[config.mk]
export PLATFORM = sky130hd
export DESIGN_NAME = mem_port_arbiter
export DESIGN_NICKNAME = d
export VERILOG_FILES = /design/src/rtl/mem_port_arbiter_pkg.sv /design/src/rtl/rr_pick2.sv /design/src/rtl/mem_port_arbiter.sv
export SDC_FILE = /design/constraint.sdc
export NUM_CORES = 1
export LEC_CHECK = 0
export BUFFER_PORTS_ARGS = -buffer_cell sky130_fd_sc_hd__buf_2
export CAP_MARGIN = 20
export CORE_MARGIN = 2
export CORE_UTILIZATION = 53
export DETAILED_ROUTE_END_ITERATION = 7
export PLACE_DENSITY = 0.8
export SLEW_MARGIN = 25
export SYNTH_ARGS = -nofsm -noshare
export SYNTH_HDL_FRONTEND = slang
export SYNTH_SLANG_ARGS = --single-unit
[constraint.sdc]
create_clock -name clk -period 7.24 [get_ports clk]
set_clock_uncertainty 0.05 [all_clocks]
set_input_delay 1.448 -clock clk [delete_from_list [all_inputs] [get_ports clk]]
set_output_delay 1.448 -clock clk [all_outputs]
set_load 0.005 [all_outputs]
[src/rtl/mem_port_arbiter_pkg.sv]
// mem_port_arbiter_pkg: shared state, size codes and helpers for the RAM port arbiter
package mem_port_arbiter_pkg;
    typedef enum logic [1:0] {ARB_IDLE, ARB_XFER, ARB_DONE} arb_state_t;
    localparam logic [1:0] SIZE_B = 2'b00;
    localparam logic [1:0] SIZE_H = 2'b01;
    localparam logic [1:0] SIZE_W = 2'b10;
    localparam logic [31:0] ZERO_WORD = 32'h0;
    // index of the last byte of an access; 11 falls through to word
    function automatic logic [1:0] size_last(input logic [1:0] size);
        return size == SIZE_B ? 2'd0 : size == SIZE_H ? 2'd1 : 2'd3;
    endfunction
endpackage

[src/rtl/rr_pick2.sv]
// rr_pick2: two-request round-robin pick; the history flag only moves when both requests contend
module rr_pick2 #(
    parameter bit LS_FIRST = 1'b1
) (
    input  logic clk,
    input  logic rst,
    input  logic en,
    input  logic req_a,
    input  logic req_b,
    output logic gnt_b
);
    logic last_b;
    assign gnt_b = req_b && (!req_a || !last_b);
    always_ff @(posedge clk or posedge rst) begin
        if (rst)
            last_b <= !LS_FIRST;
        else if (en && req_a && req_b)
            last_b <= gnt_b;
    end
endmodule

[src/rtl/mem_port_arbiter.sv]
// mem_port_arbiter: shares one 8-bit RAM port between instruction fetch and load/store,
// serialising 1/2/4-byte accesses into byte cycles with little-endian assembly.
module mem_port_arbiter
    import mem_port_arbiter_pkg::*;
#(
    parameter int ADDR_W   = 32,
    parameter bit LS_FIRST = 1'b1
) (
    input  logic              clk,
    input  logic              rst,
    input  logic              rdy,
    input  logic              if_req,
    input  logic [ADDR_W-1:0] if_addr,
    output logic [31:0]       if_rdata,
    output logic              if_ack,
    input  logic              ls_req,
    input  logic              ls_we,
    input  logic [1:0]        ls_size,
    input  logic [ADDR_W-1:0] ls_addr,
    input  logic [31:0]       ls_wdata,
    output logic [31:0]       ls_rdata,
    output logic              ls_ack,
    input  logic [7:0]        mem_din,
    output logic [7:0]        mem_dout,
    output logic [ADDR_W-1:0] mem_a,
    output logic              mem_wr,
    output logic              busy
);
    arb_state_t  state;
    logic        sel_ls;
    logic        we_q;
    logic [1:0]  cnt;
    logic [1:0]  last;
    logic [31:0] wdata_q;
    logic [31:0] buf_q;
    logic [31:0] buf_nxt;
    logic [7:0]  wbyte;
    logic        take;
    logic        gnt_ls;

    assign take = state == ARB_IDLE && (if_req || ls_req);
    assign busy = state != ARB_IDLE;

    rr_pick2 #(.LS_FIRST(LS_FIRST)) u_rr (
        .clk   (clk),
        .rst   (rst),
        .en    (rdy && take),
        .req_a (if_req),
        .req_b (ls_req),
        .gnt_b (gnt_ls)
    );

    always_comb begin
        buf_nxt = buf_q;
        case (cnt)
            2'd0: buf_nxt[7:0]   = mem_din;
            2'd1: buf_nxt[15:8]  = mem_din;
            2'd2: buf_nxt[23:16] = mem_din;
            default: buf_nxt[31:24] = mem_din;
        endcase
    end

    // next write byte is lane cnt+1
    always_comb begin
        wbyte = wdata_q[31:24];
        case (cnt)
            2'd0: wbyte = wdata_q[15:8];
            2'd1: wbyte = wdata_q[23:16];
            default: wbyte = wdata_q[31:24];
        endcase
    end

    always_ff @(posedge clk or posedge rst) begin
        if (rst) begin
            state    <= ARB_IDLE;
            sel_ls   <= 1'b0;
            we_q     <= 1'b0;
            cnt      <= 2'd0;
            last     <= 2'd0;
            wdata_q  <= ZERO_WORD;
            buf_q    <= ZERO_WORD;
            if_rdata <= ZERO_WORD;
            ls_rdata <= ZERO_WORD;
            if_ack   <= 1'b0;
            ls_ack   <= 1'b0;
            mem_dout <= 8'h00;
            mem_a    <= '0;
            mem_wr   <= 1'b0;
        end else if (rdy) begin
            case (state)
                ARB_IDLE: if (take) begin
                    sel_ls  <= gnt_ls;
                    we_q    <= gnt_ls && ls_we;
                    last    <= gnt_ls ? size_last(ls_size) : 2'd3;
                    wdata_q <= ls_wdata;
                    buf_q   <= ZERO_WORD;
                    cnt     <= 2'd0;
                    mem_a   <= gnt_ls ? ls_addr : if_addr;
                    mem_wr  <= gnt_ls && ls_we;
                    if (gnt_ls && ls_we)
                        mem_dout <= ls_wdata[7:0];
                    state   <= ARB_XFER;
                end
                ARB_XFER: begin
                    if (!we_q)
                        buf_q <= buf_nxt;
                    if (cnt == last) begin
                        mem_wr <= 1'b0;
                        mem_a  <= '0;
                        if_ack <= !sel_ls;
                        ls_ack <= sel_ls;
                        if (!we_q && sel_ls)
                            ls_rdata <= buf_nxt;
                        if (!we_q && !sel_ls)
                            if_rdata <= buf_nxt;
                        state  <= ARB_DONE;
                    end else begin
                        cnt   <= cnt + 2'd1;
                        mem_a <= mem_a + 1'b1;
                        if (we_q)
                            mem_dout <= wbyte;
                    end
                end
                default: begin
                    if_ack <= 1'b0;
                    ls_ack <= 1'b0;
                    state  <= ARB_IDLE;
                end
            endcase
        end
    end
endmodule

==> reports/qor.csv <==
stage,metric,value,unit
outcome,outcome,"complete, no violations",
logic_synthesis,number of enable-type register cells in the synthesized netlist,0,
clock_tree,largest buffer count on any clock path,2,
setup_path,endpoint of the most critical register-to-register path,mem_a[31],
global_route,number of antenna violations at the first check in global routing,1,
logic_synthesis,#FFs+latches synth,172,
global_route,overall fraction of global-route tracks in use,27.0,%
timing,final hold violation count,0,
timing,setup repair after global routing missed its margin,no,
logic_synthesis,Mapped Area,8370,sq um
clock_tree,clock tree from TritonCTS,yes,
setup_path,worst r2r path cells,6,
place,final RePlAce weighted congestion,0.832,
setup_path,slack of the worst reg-to-reg path,4430,ps
global_route,via count of the first global-routing pass,6750,
logic_synthesis,cells taking the most area after synthesis,"sky130_fd_sc_hd__dfrtp_1 (51%), sky130_fd_sc_hd__mux2_2 (11%), sky130_fd_sc_hd__nand2_1 (6.8%), sky130_fd_sc_hd__a22o_1 (3.7%), sky130_fd_sc_hd__mux2_1 (3.4%)",
logic_synthesis,Post-Syn Nets,901,
timing,maximum achievable frequency,0.340,GHz
global_route,total overflow reported by the global router,0,
logic_synthesis,Synth Area per Inst,10.7,sq um
route,routed vias,6944,
flow_run,count of max-cap constraint violations,0,
floorplanning,initial cell density of the core,54.7,%
timing,share of the clock period used by the worst path,40.6,%
place,port buffer count,219,
hold_path,Worst Min Path Start,wdata_q[31],
floorplanning,overall die area,16800,sq um
hold_path,type of the most critical hold path,reg -> reg,
route,total DRC errors in the routed layout,0,
logic_synthesis,proportion of synthesized flip-flops having asynchronous set or reset,100,%
logic_synthesis,top-area cell type share of the netlist area,51.4,%
global_route,first-pass GRT wire length,34800,microns
final_layout,Area Overhead vs Synth,21.8,%
floorplanning,std cell rows,45,
clock_tree,cts repair resizes,0,
pwr,worst vdd rail ir drop,205,uV
route,detail-routed net length per standard cell,18.5,microns
route,number of nets still failing antenna checks after routing,0,
route,DR iter-0 viols,528,
timing,relative slew slack,42.2,%
logic_synthesis,synthesized instance count,784,
route,"wirelength, routed",22300,microns
timing,final count of pins violating max slew,0,
logic_synthesis,most instantiated cells after synthesis,"sky130_fd_sc_hd__dfrtp_1 (172), sky130_fd_sc_hd__nand2_1 (152), sky130_fd_sc_hd__mux2_2 (79), sky130_fd_sc_hd__a22o_1 (35), sky130_fd_sc_hd__o21ai_0 (34)",
timing,slew at the pin closest to its max-slew limit,867,ps
clock_tree,number of buffers created by CTS,17,
setup_path,worst reg2reg startpoint,state[0],
setup_path,"Arr. time, crit path",1440,ps
route,Top Layer Used,met4,
setup_path,Crit path required time,5740,ps
hold_path,number of cells on the worst hold path,2,
route,number of detailed-route iterations in the first pass,4,
final_layout,share of post-route cells with drive strength above 1,35.6,%
clock_tree,clock root buffer,sky130_fd_sc_hd__clkbuf_16,
logic_synthesis,dominant register cell in the synthesized netlist,sky130_fd_sc_hd__dfrtp_1,
route,drt via density,5.76,
setup_path,crit path capture type,output pin,
logic_synthesis,Ys Warns,0,
floorplanning,width of the die,130,microns
clock_tree,number of clock sinks seen by CTS,172,
logic_synthesis,cell accounting for the most synthesized area,sky130_fd_sc_hd__dfrtp_1,
floorplanning,height of the die,130,microns
timing,accumulated negative setup slack,0,ps
logic_synthesis,sequential-to-total area share from yosys stat,51.4,%
floorplanning,core area,15300,sq um
timing,final period demand of the worst path,2940,ps
place,estimated wirelength of the detail-placed design,15300,microns
clock_tree,clock slew at reported path FFs,60,ps
setup_path,"Worst Path Class, Setup",reg -> out,
global_route,pin count of the biggest net entering global routing,111,
route,met2 wire length,10700,microns
setup_path,highest net fanout along the worst path,12,
logic_synthesis,number of different library cells in the post-synthesis netlist,55,
clock_tree,CTS hold repair buffers,0,
route,met3 routed WL,1680,microns
floorplanning,Top-Level Pins,220,
pwr,P per Cell Area,398,nW/um^2
logic_synthesis,most common cell in the synthesized netlist,sky130_fd_sc_hd__dfrtp_1,
pwr,power after layout,0.00406,W
pwr,Static Leak,5.20,nW
clock_tree,clock latency on the worst-skew pair,430,ps
setup_path,startpoint kind of the worst setup timing path,flop,
clock_tree,setup bufs post-CTS,0,
route,routed length on met1,9260,microns
final_layout,number of nets at the end of the flow,1098,
timing,final count of negative-setup-slack endpoints,0,
clock_tree,H-tree levels,4,
hold_path,WHS Endpoint,wdata_q[31],
[worst max path at each step]
| stage | start | slack [ps] | end |
|---|---|---|---|
| after floorplan | rst | 1080 | buf_q[0] |
| after global placement | rdy | 3730 | last[0] |
| after detailed placement | rdy | 3730 | wdata_q[18] |
| after CTS | rdy | 4170 | last[0] |
| after global routing | state[0] | 4250 | busy |
| final | state[0] | 4300 | busy |
[report_power, final]
group	total, W	leakage (nW)	internal [W]	switching, W
Sequential	0.00165	2.24	0.00133	0.000325
Combinational	0.00149	2.67	0.000683	0.000806
Clock	0.000919	0.286	0.000528	0.000390
[cell type report]
type | count | area [sq um]
Fill cell | 1230 | 5120
Sequential cell | 172 | 4300
Multi-Input combinational cell | 554 | 3840
Timing Repair Buffer | 227 | 1160
Clock buffer | 19 | 453
Tap cell | 211 | 264
Clock inverter | 12 | 138
Inverter | 9 | 41.3
Antenna cell | 1 | 2.50
[cell usage in the layout, fill, tap and decap left out, drive strengths merged, types with 3 or more instances in the layout]
master  synthesis  layout
nand4          12      12
o22ai           3       3
ha              5       5
nand3          15      15
o211ai          8       8
a22o           35      35
and3            5       5
a41oi           3       3
and2            8       8
a22oi           9       9
mux2i          13      13
o311ai         10      10
clkinv          0       5
a31oi          19      19
inv             9      12
buf            16     227
nor3           10      10
nand2         153     153
clkbuf         33      19
o32a            4       4
o21ai          34      34
nor2           30      30
a21oi          26      26
or4             6       6
dfrtp         172     172
a21o           10      10
xnor2           3       3
mux2          104     104
nor4            4       4
[critical path, stage by stage (launching register included)]
cell	delay [ps]
sky130_fd_sc_hd__dfrtp_1	540
sky130_fd_sc_hd__or2_2	350
sky130_fd_sc_hd__buf_2	130
[per-stage QoR]
| step | util [%] | instance area [sq um] | setup slack, ps | cells | hold slack, ps |
|---|---|---|---|---|---|
| 2_1_floorplan | - | 8370 | 1080 | 784 | 396 |
| 3_3_place_gp | 62.7 | 9600 | 3730 | 1173 | 409 |
| 3_5_place_dp | 62.7 | 9600 | 3730 | 1173 | 412 |
| 4_1_cts | 66.5 | 10200 | 4170 | 1204 | 428 |
| 5_1_grt | 66.6 | 10200 | 4250 | 1205 | 446 |
| 6_report | 66.6 | 10200 | 4300 | 1205 | 426 |
[layer usage]
metal  up-vias  global-route usage (%)
met1      3373                    34.4
met5         -                       0
met3        51                    6.40
met4         0                    10.6
li1       3250                       -
met2       270                    44.8
[registers in the layout, indices dropped and copies added, names as in the netlist, 2 cells and up]
signal and count:
mem_a 32, ls_rdata 32, state 2, cnt 2
if_rdata 32, mem_dout 8, buf_q 32, wdata_q 24
last 2
[logic make-up (layout without fill, tap and decap cells)]
kind of cell | count (synthesis) | in the layout | synth area share (%)
and+or+nand+nor | 252 | 252 | 13.9
AOI/OAI and AO/OA | 177 | 177 | 14.9
DFF | 172 | 172 | 51.4
muxes | 117 | 117 | 15.5
buffers and inverters | 58 | 267 | 3.02
adders and majority gates | 5 | 5 | 0.747
xor gates and xnor gates | 3 | 3 | 0.493
other | 0 | 1 | 0
(Power assumes the default switching activity.)
